==> config.mk <==
export PLATFORM = sky130hd
export DESIGN_NAME = fp_mul_pipe
export DESIGN_NICKNAME = d
export VERILOG_FILES = /design/src/rtl/fp_mul_pipe.sv
export SDC_FILE = /design/constraint.sdc
export NUM_CORES = 2
export LEC_CHECK = 0
export ABC_CLOCK_PERIOD_IN_PS = 12700
export CAP_MARGIN = 20
export CORE_ASPECT_RATIO = 1.2
export CORE_MARGIN = 3
export CORE_UTILIZATION = 65
export DETAILED_ROUTE_END_ITERATION = 8
export GPL_TIMING_DRIVEN = 1
export PLACE_DENSITY = 0.84
export SLEW_MARGIN = 30
export SYNTH_ARGS = -nofsm -noshare
export SYNTH_HDL_FRONTEND = slang
export SYNTH_SLANG_ARGS = --single-unit
==> constraint.sdc <==
create_clock -name clk -period 12.7 [get_ports clk]
set_input_delay 1.905 -clock clk [delete_from_list [all_inputs] [get_ports clk]]
set_output_delay 1.905 -clock clk [all_outputs]
set_load 0.1 [all_outputs]
==> src/rtl/fp_mul_pipe.sv <==
// fp_mul_pipe: 3-stage pipelined floating-point multiplier with a valid/ready handshake.
// Subnormal inputs are flushed to zero. Rounding is to nearest, ties to even.
// The defaults give binary32.
//
// Ports
//   clk, rst             single clock; synchronous active-high reset
//   in_valid/in_ready    operand handshake for a, b ({sign, exp, frac})
//   out_valid/out_ready  result handshake for result, flags
//   flags                {invalid, overflow, underflow, inexact}, qualified by out_valid
//
// Pipeline: S1 unpack/classify -> S2 significand product -> S3 normalise -> output register
// (round and pack). One global enable advances every stage together, so a stalled output
// freezes the whole pipe and nothing is dropped.
module fp_mul_pipe #(
  parameter int unsigned EXP_W = 8,
  parameter int unsigned MAN_W = 23,
  localparam int unsigned W = 1 + EXP_W + MAN_W
) (
  input  logic         clk,
  input  logic         rst,
  input  logic         in_valid,
  output logic         in_ready,
  input  logic [W-1:0] a,
  input  logic [W-1:0] b,
  output logic         out_valid,
  input  logic         out_ready,
  output logic [W-1:0] result,
  output logic [3:0]   flags
);

  localparam int unsigned EW2  = EXP_W + 2;
  localparam int unsigned SW   = MAN_W + 1;
  localparam int unsigned PW   = 2 * MAN_W + 2;
  localparam int unsigned BIAS = (1 << (EXP_W - 1)) - 1;

  localparam logic [EW2-1:0] BiasE = EW2'(BIAS);
  localparam logic [EW2-1:0] EMax  = EW2'((1 << EXP_W) - 1);
  localparam logic [EW2-1:0] EOne  = EW2'(1);
  localparam logic [EW2-1:0] EZero = '0;
  localparam logic [W-1:0]   QNan  = {1'b0, {EXP_W{1'b1}}, 1'b1, {(MAN_W-1){1'b0}}};

  typedef enum logic [1:0] {ClsNorm, ClsZero, ClsInf, ClsNan} cls_e;

  logic en;

  // S1 registers
  logic           s1_valid_q, s1_valid_d, s1_sign_q, s1_sign_d;
  cls_e           s1_cls_q, s1_cls_d;
  logic [SW-1:0]  s1_sig_a_q, s1_sig_a_d, s1_sig_b_q, s1_sig_b_d;
  logic [EW2-1:0] s1_e_q, s1_e_d;
  // S2 registers
  logic           s2_valid_q, s2_valid_d, s2_sign_q, s2_sign_d;
  cls_e           s2_cls_q, s2_cls_d;
  logic [EW2-1:0] s2_e_q, s2_e_d;
  logic [PW-1:0]  s2_prod_q, s2_prod_d;
  // S3 registers
  logic           s3_valid_q, s3_valid_d, s3_sign_q, s3_sign_d;
  cls_e           s3_cls_q, s3_cls_d;
  logic [EW2-1:0] s3_e_q, s3_e_d;
  logic [SW-1:0]  s3_mant_q, s3_mant_d;
  logic           s3_guard_q, s3_guard_d, s3_sticky_q, s3_sticky_d;
  // Output registers
  logic           out_valid_q, out_valid_d;
  logic [W-1:0]   result_q, result_d;
  logic [3:0]     flags_q, flags_d;

  // Unpack / classify
  logic [EXP_W-1:0] ea, eb;
  logic [MAN_W-1:0] fa, fb;
  logic             a_nan, a_inf, a_zero, b_nan, b_inf, b_zero;
  cls_e             in_cls;

  always_comb begin
    ea     = a[W-2:MAN_W];
    eb     = b[W-2:MAN_W];
    fa     = a[MAN_W-1:0];
    fb     = b[MAN_W-1:0];
    a_nan  = (&ea) && (|fa);
    a_inf  = (&ea) && !(|fa);
    a_zero = (ea == '0);
    b_nan  = (&eb) && (|fb);
    b_inf  = (&eb) && !(|fb);
    b_zero = (eb == '0);
    if (a_nan || b_nan || (a_inf && b_zero) || (b_inf && a_zero)) begin
      in_cls = ClsNan;
    end else if (a_inf || b_inf) begin
      in_cls = ClsInf;
    end else if (a_zero || b_zero) begin
      in_cls = ClsZero;
    end else begin
      in_cls = ClsNorm;
    end
  end

  // Normalise the product: a set MSB means the significand lies in [2,4).
  logic [SW-1:0]  norm_mant;
  logic           norm_guard, norm_sticky;
  logic [EW2-1:0] norm_e;

  always_comb begin
    if (s2_prod_q[PW-1]) begin
      norm_mant   = s2_prod_q[PW-1:MAN_W+1];
      norm_guard  = s2_prod_q[MAN_W];
      norm_sticky = |s2_prod_q[MAN_W-1:0];
      norm_e      = s2_e_q + EOne;
    end else begin
      norm_mant   = s2_prod_q[PW-2:MAN_W];
      norm_guard  = s2_prod_q[MAN_W-1];
      norm_sticky = |s2_prod_q[MAN_W-2:0];
      norm_e      = s2_e_q;
    end
  end

  // Round to nearest even, then select special / range-limited / normal result.
  logic           round_up;
  logic [SW:0]    rnd_sum;
  logic [MAN_W-1:0] rnd_frac;
  logic [EW2-1:0] rnd_e;
  logic [W-1:0]   pack_res;
  logic [3:0]     pack_flags;

  always_comb begin
    round_up = s3_guard_q && (s3_sticky_q || s3_mant_q[0]);
    rnd_sum  = {1'b0, s3_mant_q} + (SW+1)'(round_up);
    if (rnd_sum[SW]) begin
      // Carry out of the significand: value is exactly 2.0, renormalise.
      rnd_frac = rnd_sum[MAN_W:1];
      rnd_e    = s3_e_q + EOne;
    end else begin
      rnd_frac = rnd_sum[MAN_W-1:0];
      rnd_e    = s3_e_q;
    end

    pack_res   = '0;
    pack_flags = '0;
    unique case (s3_cls_q)
      ClsNan: begin
        pack_res   = QNan;
        pack_flags = 4'b1000;
      end
      ClsInf: begin
        pack_res = {s3_sign_q, {EXP_W{1'b1}}, {MAN_W{1'b0}}};
      end
      ClsZero: begin
        pack_res = {s3_sign_q, {(W-1){1'b0}}};
      end
      ClsNorm: begin
        if ($signed(rnd_e) >= $signed(EMax)) begin
          pack_res   = {s3_sign_q, {EXP_W{1'b1}}, {MAN_W{1'b0}}};
          pack_flags = 4'b0101;
        end else if ($signed(rnd_e) <= $signed(EZero)) begin
          pack_res   = {s3_sign_q, {(W-1){1'b0}}};
          pack_flags = 4'b0011;
        end else begin
          pack_res   = {s3_sign_q, rnd_e[EXP_W-1:0], rnd_frac};
          pack_flags = {3'b000, s3_guard_q | s3_sticky_q};
        end
      end
    endcase
  end

  assign en       = !out_valid_q || out_ready;
  assign in_ready = en && !rst;

  // Next state: every stage holds unless the global enable is high.
  always_comb begin
    s1_valid_d  = s1_valid_q;
    s1_sign_d   = s1_sign_q;
    s1_cls_d    = s1_cls_q;
    s1_sig_a_d  = s1_sig_a_q;
    s1_sig_b_d  = s1_sig_b_q;
    s1_e_d      = s1_e_q;
    s2_valid_d  = s2_valid_q;
    s2_sign_d   = s2_sign_q;
    s2_cls_d    = s2_cls_q;
    s2_e_d      = s2_e_q;
    s2_prod_d   = s2_prod_q;
    s3_valid_d  = s3_valid_q;
    s3_sign_d   = s3_sign_q;
    s3_cls_d    = s3_cls_q;
    s3_e_d      = s3_e_q;
    s3_mant_d   = s3_mant_q;
    s3_guard_d  = s3_guard_q;
    s3_sticky_d = s3_sticky_q;
    out_valid_d = out_valid_q;
    result_d    = result_q;
    flags_d     = flags_q;
    if (en) begin
      s1_valid_d  = in_valid && in_ready;
      s1_sign_d   = a[W-1] ^ b[W-1];
      s1_cls_d    = in_cls;
      s1_sig_a_d  = {1'b1, fa};
      s1_sig_b_d  = {1'b1, fb};
      s1_e_d      = {2'b00, ea} + {2'b00, eb} - BiasE;
      s2_valid_d  = s1_valid_q;
      s2_sign_d   = s1_sign_q;
      s2_cls_d    = s1_cls_q;
      s2_e_d      = s1_e_q;
      s2_prod_d   = PW'(s1_sig_a_q) * PW'(s1_sig_b_q);
      s3_valid_d  = s2_valid_q;
      s3_sign_d   = s2_sign_q;
      s3_cls_d    = s2_cls_q;
      s3_e_d      = norm_e;
      s3_mant_d   = norm_mant;
      s3_guard_d  = norm_guard;
      s3_sticky_d = norm_sticky;
      out_valid_d = s3_valid_q;
      if (s3_valid_q) begin
        result_d = pack_res;
        flags_d  = pack_flags;
      end
    end
  end

  // Only the valids and the visible outputs need reset; datapath flops just follow.
  always_ff @(posedge clk) begin
    if (rst) begin
      s1_valid_q  <= 1'b0;
      s2_valid_q  <= 1'b0;
      s3_valid_q  <= 1'b0;
      out_valid_q <= 1'b0;
      result_q    <= '0;
      flags_q     <= '0;
    end else begin
      s1_valid_q  <= s1_valid_d;
      s2_valid_q  <= s2_valid_d;
      s3_valid_q  <= s3_valid_d;
      out_valid_q <= out_valid_d;
      result_q    <= result_d;
      flags_q     <= flags_d;
    end
    s1_sign_q   <= s1_sign_d;
    s1_cls_q    <= s1_cls_d;
    s1_sig_a_q  <= s1_sig_a_d;
    s1_sig_b_q  <= s1_sig_b_d;
    s1_e_q      <= s1_e_d;
    s2_sign_q   <= s2_sign_d;
    s2_cls_q    <= s2_cls_d;
    s2_e_q      <= s2_e_d;
    s2_prod_q   <= s2_prod_d;
    s3_sign_q   <= s3_sign_d;
    s3_cls_q    <= s3_cls_d;
    s3_e_q      <= s3_e_d;
    s3_mant_q   <= s3_mant_d;
    s3_guard_q  <= s3_guard_d;
    s3_sticky_q <= s3_sticky_d;
  end

  assign out_valid = out_valid_q;
  assign result    = result_q;
  assign flags     = flags_q;

endmodule

==> impl_metrics.env <==
export IMPL_outcome="finished, final reports clean"
export IMPL_start_kind="register"
export IMPL_post_cts_setup_buffers=0
export IMPL_synth_seq_cells=199
export IMPL_async_flop_share_pct=0
export IMPL_critical_path_class="reg2reg"
export IMPL_clk_pin_slew_ps=80
export IMPL_rows=81
export IMPL_cp_slowest_cell="edfxtp_1"
export IMPL_drt_iter0_drc=1522
export IMPL_cp_startpoint="s1_sig_b_q[8]"
export IMPL_syn_nets=3455
export IMPL_cts_max_level=4
export IMPL_postRouteAntennaNets=0
export IMPL_netlist_area_leader_share_pct=35.8
export IMPL_synth_edf_count=159
export IMPL_required_ps=12920
export IMPL_fin_nets=3505
export IMPL_hold_ws_ps=410
export IMPL_io_pins=106
export IMPL_synth_seq_area_share_pct=20.6
export IMPL_cp_max_fo=16
export IMPL_track_usage_pct=32.1
export IMPL_max_slew_margin_rel_pct=29.1
export IMPL_reg2reg_from="s1_sig_b_q[8]"
export IMPL_min_from="s1_e_q[7]"
export IMPL_synth_cell_types=78
export IMPL_dieArea_um2=44100
export IMPL_synth_flop_cell="edfxtp_1"
export IMPL_io_buffers=105
export IMPL_grt_pass1_wl_um=108000
export IMPL_drv_slew=0
export IMPL_start_util_pct=66.0
export IMPL_place_gp_congestion=0.976
export IMPL_layout_commonest_cell="inv_1"
export IMPL_fp_dieH_um=229
export IMPL_post_route_drc_count=0
export IMPL_final_cell_mix="599 x inv_1, 483 x fa_1, 314 x nand2_1"
export IMPL_synth_largest_area_cell="fa_1"
export IMPL_worst_slew_pin_transition_ps=1060
export IMPL_ctsHoldBuffers=0
export IMPL_synthToLayoutAreaGrowth_pct=8.22
export IMPL_min_period_ps=8080
export IMPL_cts_tree="done"
export IMPL_grt_pass1_vias=20693
export IMPL_cts_path_max_buffers=2
export IMPL_cts_buffers=17
export IMPL_cts_sink_count=199
export IMPL_finalSetupViolCount=0
export IMPL_cts_resized=0
export IMPL_fmaxAchievable_mhz=124
export IMPL_endpoint_kind="register"
export IMPL_drv_cap=0
export IMPL_synth_area_top_cells="fa_1 36%, edfxtp_1 18%, ha_1 9.1%"
export IMPL_vias=19187
export IMPL_root_buffer="clkbuf_16"
export IMPL_grt_remaining_overflow=0
export IMPL_finalCritPeriodShare_pct=63.6
export IMPL_coreArea_um2=40900
export IMPL_wirelength_um=68300
export IMPL_syn_instance_count=2707
export IMPL_clock_latency_ps=470
export IMPL_hold_path_class="reg2reg"
export IMPL_dp_hpwl_um=53400
export IMPL_tns_ps=0
export IMPL_netlist_area_um2=27000
export IMPL_cp_common_cell="fa_1"
export IMPL_skew_ps=13.8
export IMPL_yosysWarnings=0
export IMPL_drive_gt1_share_pct=4.95
export IMPL_drtPass1Iterations=5
export IMPL_antenna_found_initial=0
export IMPL_rsz0062_at_grt="false"
export IMPL_grt_max_degree=110
export IMPL_worst_ep_arrival_time_ps=8300
export IMPL_avgViaCountPerCell=5.80
export IMPL_timing_final_hold_violations=0
export IMPL_wl_per_cell_um=20.6
export IMPL_dieWidth_um=192
export IMPL_max_stage_delay_ps=750
export IMPL_syn_area_per_cell_um2=9.98
==> cells in the mapped netlist (3+ instances only) <==
cell type	n
inv_1	600
fa_1	483
nand2_1	314
and2_1	252
ha_1	197
edfxtp_1	159
clkbuf_1	98
nor2_1	93
xnor2_1	54
a21oi_1	53
dfxtp_1	40
o21ai_0	30
xor2_1	30
mux2_2	27
nand3_1	25
nor4_1	22
nand4_1	19
a21o_1	17
a32o_1	15
and3_1	15
nor3_1	12
o21bai_1	12
a211oi_1	10
a22o_1	9
nand2b_1	9
nor2b_1	7
or2_2	7
and4_1	6
o211ai_1	6
o21a_1	6
o221a_2	6
a31oi_1	4
mux2i_1	4
buf_1	3
clkinv_1	3
nand4_2	3
nor2_4	3
o31a_1	3
==> kinds of logic after synthesis <==
| family | after synthesis | synth area share (%) |
|---|---|---|
| simple gates | 804 | 15.2 |
| buf+inv | 711 | 10.0 |
| fa+ha+maj | 680 | 44.9 |
| flops | 199 | 20.6 |
| compound gates | 198 | 5.28 |
| xor+xnor | 84 | 2.72 |
| mux | 31 | 1.27 |
==> worst max-delay path: cells and delay by family (launching register included) <==
family / cells / cell delay, ps
and+or+nand+nor: 5 / 1020
adders and majority gates: 8 / 3820
buffers and inverters: 7 / 870
xor gates and xnor gates: 1 / 110
DFF: 1 / 750
AOI/OAI and AO/OA: 4 / 1250
==> flip-flops by register name, summed over array words and instances (netlist names), 2 cells and up <==
| signal | count |
|---|---|
| s1_e_q | 10 |
| s1_cls_q | 2 |
| s3_e_q | 10 |
| flags | 4 |
| s2_cls_q | 2 |
| s3_cls_q | 2 |
| s1_sig_b_q | 23 |
| s2_prod_q | 48 |
| s1_sig_a_q | 23 |
| s3_mant_q | 24 |
| s2_e_q | 10 |
| result | 32 |
==> metal layers <==
metal | vias to the layer above | routed length, um | track usage, %
li1 | 8430 | - | -
met1 | 9617 | 25500 | 40.6
met2 | 948 | 33100 | 52.4
met3 | 192 | 6520 | 7.99
met4 | 0 | 3200 | 14.3
met5 | - | 0 | 0
==> path summary, 6_finish.rpt <==
check                  end  slack (ps)  depth (start not counted)
min reg2reg      s2_e_q[7]         410                          0
max          s2_prod_q[47]        4620                         25
min              s2_e_q[7]         410                          0
max reg2reg  s2_prod_q[47]        4620                         25
==> through the flow <==
stage	instance area, um^2	util, %	setup WS, ps	instances
after CTS	29200	71.2	4700	3301
after global placement	28500	69.5	4920	3263
after floorplan	27000	-	5910	2707
final	29200	71.4	4620	3310
after detailed placement	28600	69.8	4720	3269
after global routing	29200	71.4	4190	3309
==> layout make-up <==
cell class,count,area (um^2)
multi-input combinational,1797,18700
fill,2949,11700
sequential,199,5580
inverter,603,2270
timing repair buffer,139,1390
tap,539,674
clock buffer,18,439
clock inverter,14,148
antenna,1,2.50
Power is left out: the tool's default activity adds up to more than one toggle a clock period on the data nets, which glitch-free logic cannot reach.
